### config.mk
export PLATFORM = sky130hd
export DESIGN_NAME = decode_stage_hs
export DESIGN_NICKNAME = d
export VERILOG_FILES = /design/src/rtl/decode_stage_hs.sv
export SDC_FILE = /design/constraint.sdc
export NUM_CORES = 2
export LEC_CHECK = 0
export CAP_MARGIN = 10
export CORE_MARGIN = 3
export CORE_UTILIZATION = 55
export CTS_CLUSTER_DIAMETER = 60
export DETAILED_ROUTE_END_ITERATION = 8
export PLACE_DENSITY = 0.74
export SYNTH_ARGS = -nofsm -noshare
export SYNTH_HDL_FRONTEND = slang
export SYNTH_SLANG_ARGS = --single-unit
### constraint.sdc
create_clock -name clock -period 7 [get_ports clock]
set_input_delay 2.1 -clock clock [delete_from_list [all_inputs] [get_ports clock]]
set_output_delay 2.1 -clock clock [all_outputs]
set_load 0.03 [all_outputs]
### src/rtl/decode_stage_hs.sv
// Decode stage: opcode decode, 2R1W register file with write-back bypass,
// load-use bubble and a valid/ready handshake into the D/X register.
// Ports: clock/aclr; F/D side fd_valid/fd_ready/fd_insn/fd_pc/fd_jtgt;
// flush; write-back wb_we/wb_addr/wb_data; D/X side dx_valid/dx_ready/dx_*.
module decode_stage_hs #(
  parameter int DATA_W    = 32,
  parameter int RF_ZERO   = 1,
  parameter int BYPASS_EN = 1,
  parameter int LDUSE_EN  = 1
) (
  input  logic              clock,
  input  logic              aclr,
  input  logic              fd_valid,
  output logic              fd_ready,
  input  logic [31:0]       fd_insn,
  input  logic [DATA_W-1:0] fd_pc,
  input  logic [DATA_W-1:0] fd_jtgt,
  input  logic              flush,
  input  logic              wb_we,
  input  logic [4:0]        wb_addr,
  input  logic [DATA_W-1:0] wb_data,
  output logic              dx_valid,
  input  logic              dx_ready,
  output logic [DATA_W-1:0] dx_rs_val,
  output logic [DATA_W-1:0] dx_rt_val,
  output logic [DATA_W-1:0] dx_pc,
  output logic [DATA_W-1:0] dx_jtgt,
  output logic [DATA_W-1:0] dx_imm,
  output logic [4:0]        dx_rd,
  output logic [4:0]        dx_rs,
  output logic [4:0]        dx_rt,
  output logic [4:0]        dx_shamt,
  output logic [4:0]        dx_aluop,
  output logic              dx_regwr,
  output logic              dx_memwr,
  output logic              dx_m2reg,
  output logic              dx_alusrc,
  output logic              dx_bne,
  output logic              dx_blt,
  output logic              dx_j,
  output logic              dx_jal,
  output logic              dx_jr
);

  typedef struct packed {
    logic regwr;
    logic memwr;
    logic m2reg;
    logic alusrc;
    logic bne;
    logic blt;
    logic j;
    logic jal;
    logic jr;
  } ctrl_t;

  localparam logic [4:0] OpAlu  = 5'd0;
  localparam logic [4:0] OpJ    = 5'd1;
  localparam logic [4:0] OpBne  = 5'd2;
  localparam logic [4:0] OpJal  = 5'd3;
  localparam logic [4:0] OpJr   = 5'd4;
  localparam logic [4:0] OpAddi = 5'd5;
  localparam logic [4:0] OpBlt  = 5'd6;
  localparam logic [4:0] OpSw   = 5'd7;
  localparam logic [4:0] OpLw   = 5'd8;

  // Instruction fields
  logic [4:0]  op;
  logic [4:0]  rdF;
  logic [4:0]  rsF;
  logic [4:0]  rtF;
  logic [4:0]  shamtF;
  logic [4:0]  aluopF;
  logic [16:0] immF;

  assign op     = fd_insn[31:27];
  assign rdF    = fd_insn[26:22];
  assign rsF    = fd_insn[21:17];
  assign rtF    = fd_insn[16:12];
  assign shamtF = fd_insn[11:7];
  assign aluopF = fd_insn[6:2];
  assign immF   = fd_insn[16:0];

  // Decode
  ctrl_t       ctrl;
  logic        useA;
  logic        useB;
  logic        bFromRd;
  logic        noDest;
  logic [4:0]  bAddr;
  logic [4:0]  rdDec;
  logic [DATA_W-1:0] immExt;

  always_comb begin
    ctrl    = '0;
    useA    = 1'b0;
    useB    = 1'b0;
    bFromRd = 1'b0;
    noDest  = 1'b0;
    unique case (op)
      OpAlu: begin
        ctrl.regwr = 1'b1;
        useA       = 1'b1;
        useB       = 1'b1;
      end
      OpJ: begin
        ctrl.j = 1'b1;
        noDest = 1'b1;
      end
      OpBne: begin
        ctrl.bne = 1'b1;
        useA     = 1'b1;
        useB     = 1'b1;
        bFromRd  = 1'b1;
        noDest   = 1'b1;
      end
      OpJal: begin
        ctrl.jal   = 1'b1;
        ctrl.regwr = 1'b1;
      end
      OpJr: begin
        ctrl.jr = 1'b1;
        useA    = 1'b1;
        useB    = 1'b1;
        bFromRd = 1'b1;
        noDest  = 1'b1;
      end
      OpAddi: begin
        ctrl.regwr  = 1'b1;
        ctrl.alusrc = 1'b1;
        useA        = 1'b1;
      end
      OpBlt: begin
        ctrl.blt = 1'b1;
        useA     = 1'b1;
        useB     = 1'b1;
        bFromRd  = 1'b1;
        noDest   = 1'b1;
      end
      OpSw: begin
        ctrl.memwr  = 1'b1;
        ctrl.alusrc = 1'b1;
        useA        = 1'b1;
        useB        = 1'b1;
        bFromRd     = 1'b1;
        noDest      = 1'b1;
      end
      OpLw: begin
        ctrl.regwr  = 1'b1;
        ctrl.m2reg  = 1'b1;
        ctrl.alusrc = 1'b1;
        useA        = 1'b1;
      end
      default: begin
        ctrl = '0;
      end
    endcase
  end

  assign bAddr  = bFromRd ? rdF : rtF;
  assign rdDec  = noDest ? 5'd0 : rdF;
  assign immExt = {{(DATA_W-17){immF[16]}}, immF};

  // Register file
  logic [DATA_W-1:0] rf [32];
  logic              wrEn;

  assign wrEn = wb_we & ~((RF_ZERO != 0) & (wb_addr == 5'd0));

  always_ff @(posedge clock or negedge aclr) begin
    if (!aclr) begin
      for (int i = 0; i < 32; i++) begin
        rf[i] <= '0;
      end
    end else if (wrEn) begin
      rf[wb_addr] <= wb_data;
    end
  end

  // Read ports; the R0 override comes last so it also masks the bypass.
  logic [DATA_W-1:0] aVal;
  logic [DATA_W-1:0] bVal;

  always_comb begin
    aVal = rf[rsF];
    if ((BYPASS_EN != 0) && wb_we && (wb_addr == rsF)) begin
      aVal = wb_data;
    end
    if ((RF_ZERO != 0) && (rsF == 5'd0)) begin
      aVal = '0;
    end
  end

  always_comb begin
    bVal = rf[bAddr];
    if ((BYPASS_EN != 0) && wb_we && (wb_addr == bAddr)) begin
      bVal = wb_data;
    end
    if ((RF_ZERO != 0) && (bAddr == 5'd0)) begin
      bVal = '0;
    end
  end

  // Load-use hazard against the load sitting in D/X
  ctrl_t dxCtrl;
  logic  hazard;
  logic  slotFree;

  assign hazard = (LDUSE_EN != 0) & dx_valid & dxCtrl.m2reg &
                  (dx_rd != 5'd0) &
                  ((useA & (dx_rd == rsF)) |
                   (useB & (dx_rd == bAddr)));

  assign slotFree = ~dx_valid | dx_ready;
  assign fd_ready = slotFree & ~hazard & ~flush;

  // D/X register
  always_ff @(posedge clock or negedge aclr) begin
    if (!aclr) begin
      dx_valid  <= 1'b0;
      dxCtrl    <= '0;
      dx_rs_val <= '0;
      dx_rt_val <= '0;
      dx_pc     <= '0;
      dx_jtgt   <= '0;
      dx_imm    <= '0;
      dx_rd     <= '0;
      dx_rs     <= '0;
      dx_rt     <= '0;
      dx_shamt  <= '0;
      dx_aluop  <= '0;
    end else if (flush) begin
      dx_valid <= 1'b0;
      dxCtrl   <= '0;
      dx_rd    <= '0;
    end else if (fd_valid && fd_ready) begin
      dx_valid  <= 1'b1;
      dxCtrl    <= ctrl;
      dx_rs_val <= aVal;
      dx_rt_val <= bVal;
      dx_pc     <= fd_pc;
      dx_jtgt   <= fd_jtgt;
      dx_imm    <= immExt;
      dx_rd     <= rdDec;
      dx_rs     <= rsF;
      dx_rt     <= rtF;
      dx_shamt  <= shamtF;
      dx_aluop  <= aluopF;
    end else if (slotFree && (hazard || !fd_valid)) begin
      // Bubble: data fields are kept, only validity and control drop.
      dx_valid <= 1'b0;
      dxCtrl   <= '0;
      dx_rd    <= '0;
    end
  end

  assign dx_regwr  = dxCtrl.regwr;
  assign dx_memwr  = dxCtrl.memwr;
  assign dx_m2reg  = dxCtrl.m2reg;
  assign dx_alusrc = dxCtrl.alusrc;
  assign dx_bne    = dxCtrl.bne;
  assign dx_blt    = dxCtrl.blt;
  assign dx_j      = dxCtrl.j;
  assign dx_jal    = dxCtrl.jal;
  assign dx_jr     = dxCtrl.jr;

endmodule
==> metrics.md <==
| Metric | Value |
|---|---|
| Netlist cell types | 66 |
| Clk buf depth | 3 |
| Synthesized instance count | 5004 |
| Max Clock Skew | 26.52 ps |
| Placed Cells | 6390 |
| Layout Nets | 5165 |
| Fin crit share | 96.26% |
| Layout area overhead | 13.99% |
| Syn Nets | 5143 |
| CTS Buf Count | 121 |
| Die X | 341.3 um |
| PD cells | 293.7 nW/um^2 |
| Drt pass-1 iters | 8 |
| # setup viols final | 0 |
| CTS root buf | clkbuf_16 |
| Later-pin clock latency in the skew report | 720 ps |
| Worst Reg2Reg Path Length in Cells | 8 |
| Max Cap Viol | 0 |
| Post-Layout Cell Count | 6617 |
| DRC Markers | 0 |
| Height of the die | 341.3 um |
| Setup Crit Path Kind | in -> out |
| Maximum VDD drop | 0.2356 mV |
| R2r setup slk | 3460 ps |
| Synth Flop Type | dfrtp_1 |
| Starting DRT DRC Count | 5416 |
| Fmax | 148.4 MHz |
| Worst Setup End Kind | output pin |
| CP Max Fanout | 8 |
| Critical Path Start Type | primary input |
| Status | complete, no violations |
| WP data required | 4900 ps |
| Worst Tran Pin Value | 1294 ps |
| Postcts setup bufs | 0 |
| First-pass GRT wire length | 294200 um |
| Total global-route track usage | 33.41% |
| Pwr Total | 20700 uW |
| Min-delay src | rf[999]$_DFFE_PN0P_ |
| Total wire length | 196500 um |
| Final Hold Fails | 0 |
| Synth Area per Inst | 12.35 sq um |
| Row count | 122 |
| Critical register-to-register path endpoint | dx_rt_val[10]$_DFFE_PN0P_ |
| RSZ-0062 raised after global routing | no |
| Hold depth | 0 |
| CTS H-Tree Depth | 3 |
| Clk pin slew, worst setup/hold paths | 60 ps |
| Post-synthesis sequential area ratio | 48.13% |
| Number of global-route vias before repair | 44960 |
| Die area | 116500 sq um |
| Top Ports | 335 |
| Final-report max-slew violation count | 0 |
| Post-route ant nets | 0 |
| Fillers | 8336 |
| Hold Crit Class | reg -> reg |
| TritonCTS clock tree | built |
| Pin count of the biggest net entering global routing | 183 |
| Clock Sink Count | 1189 |
| Yosys warnings | 0 |
| Most common cell after layout, fill and taps aside | dfrtp_1 |
| Dpl hpwl | 107300 um |
| Port Buffer Count | 334 |
| Hold_ws | 399.3 ps |
| Drt wl/cell | 29.69 um |
| Setup TNS | 0 ps |
| Core Region | 111100 sq um |
| Grt total ovfl | 0 |
| Most frequent cells in the layout | dfrtp_1, mux2_2, nand2_1, clkdlybuf4s50_1, mux4_2 |
| Hold_buf cts | 0 |
| Max_slew headroom | 13.50% |
| DR vias/cell | 6.822 |
| Ys async rst share | 100.0% |
| Initial core utilization | 55.63% |
| Minimum clock period | 6738 ps |
| Routability Congestion | 0.8767 |
| Via Count | 45140 |
| Worst EP arrival | 4640 ps |
| Yosys reg bits | 1189 |
| Cell Area, Synth | 61820 sq um |
| WHS Endpoint | rf[999]$_DFFE_PN0P_ |
| EDFF count, synth | 0 |
| Worst R2R Start | dx_rd[0]$_DFFE_PN0P_ |
| Layout cells sized above 1 | 34.93% |
| # resized after CTS | 0 |
| Lkg Pwr | 0.03008 uW |
| Initial antenna violation count | 3 |
==> synthesized netlist by cell type (all sizes together) (2+ instances only) <==
master	instances	area share (%)
dfrtp	1189	48
mux2	1062	19
nand2	771	4.7
clkbuf	368	2.2
mux4	320	12
nand3	199	1.6
buf	192	1.6
mux2i	166	2.7
a21oi	161	1.3
a31oi	127	1.3
a32oi	96	1.4
nor2	90	0.55
o21ai	55	0.45
a32o	44	0.71
a222oi	33	0.53
a2111oi	32	0.58
inv	10	0.061
xnor2	9	0.13
nor3b	8	0.097
xor2	7	0.099
nand3b	6	0.073
nand4	6	0.061
nor4	5	0.061
and3	4	0.040
or2	4	0.040
nand2b	3	0.034
nor2b	3	0.030
nor3	3	0.024
o221ai	3	0.043
o31ai	3	0.036
a211oi	2	0.032
a21o	2	0.024
a221oi	2	0.028
a22o	2	0.028
a311oi	2	0.028
==> per-layer routing <==
metal	vias to the layer above	GRT usage (%)	wire length (um)
met5	-	0	0
met2	2733	51.00	89400
met3	597	8.594	22300
li1	18470	-	-
met1	23340	45.23	74660
met4	0	15.33	10090
==> worst max-delay path, stage by stage <==
cell and delay [ps]:
clkdlybuf4s50_1 620, nor2b_1 510, a211oi_2 150, and3_1 220
nor4_1 330, nand4_1 180, and2_2 320, buf_4 210
==> registers in the layout (all words and copies together), names as in the netlist <==
name,count
dx_rs,5
dx_rd,5
dx_rt_val,32
dx_j,1
dx_blt,1
dx_jal,1
dx_pc,32
dx_memwr,1
rf,1024
dx_regwr,1
dx_imm,17
dx_alusrc,1
dx_rs_val,32
dx_jr,1
dx_bne,1
dx_m2reg,1
dx_valid,1
dx_jtgt,32
==> cell type report <==
type                            count  area, sq um  area share [%]
Antenna cell                        2        5.005        0.007101
Clock buffer                      173         3646           5.173
Clock inverter                     51        544.3          0.7723
Inverter                           10        37.54         0.05326
Multi-Input combinational cell   3245        29970           42.52
Sequential cell                  1189        29750           42.22
Tap cell                         1488         1862           2.642
Timing Repair Buffer              459         4661           6.613
==> worst max-delay path by stage <==
stage,from,endpoint,slack [ps],cells after the start
3_3_place_gp,fd_insn[29],fd_ready,210,8
6_report,fd_insn[27],fd_ready,260,8
2_1_floorplan,fd_insn[29],fd_ready,900,9
4_1_cts,fd_insn[27],fd_ready,310,8
3_5_place_dp,fd_insn[27],fd_ready,340,8
5_1_grt,fd_insn[27],fd_ready,160,8
==> metrics by stage <==
step	utilization (%)	worst slack [ps]	instance area, sq um
floorplan	-	904.0	61820
global placement	59.62	208.5	66250
detailed placement	59.62	337.9	66250
CTS	63.39	314.0	70440
global route	63.42	157.5	70480
finish	63.42	261.9	70480
==> power breakdown <==
group          switching, uW  internal, uW
sequential              1000          8180
clock                   2820          3970
combinational           2270          2450
==> cells by family after synthesis <==
kind of cell	count (synthesis)	synth area share, %
mux	1548	33.69
flops	1189	48.13
simple gates	1108	7.383
compound gates	573	6.620
buf+inv	570	3.950
xor+xnor	16	0.2267
No activity file was read; power rests on OpenSTA's default activity.
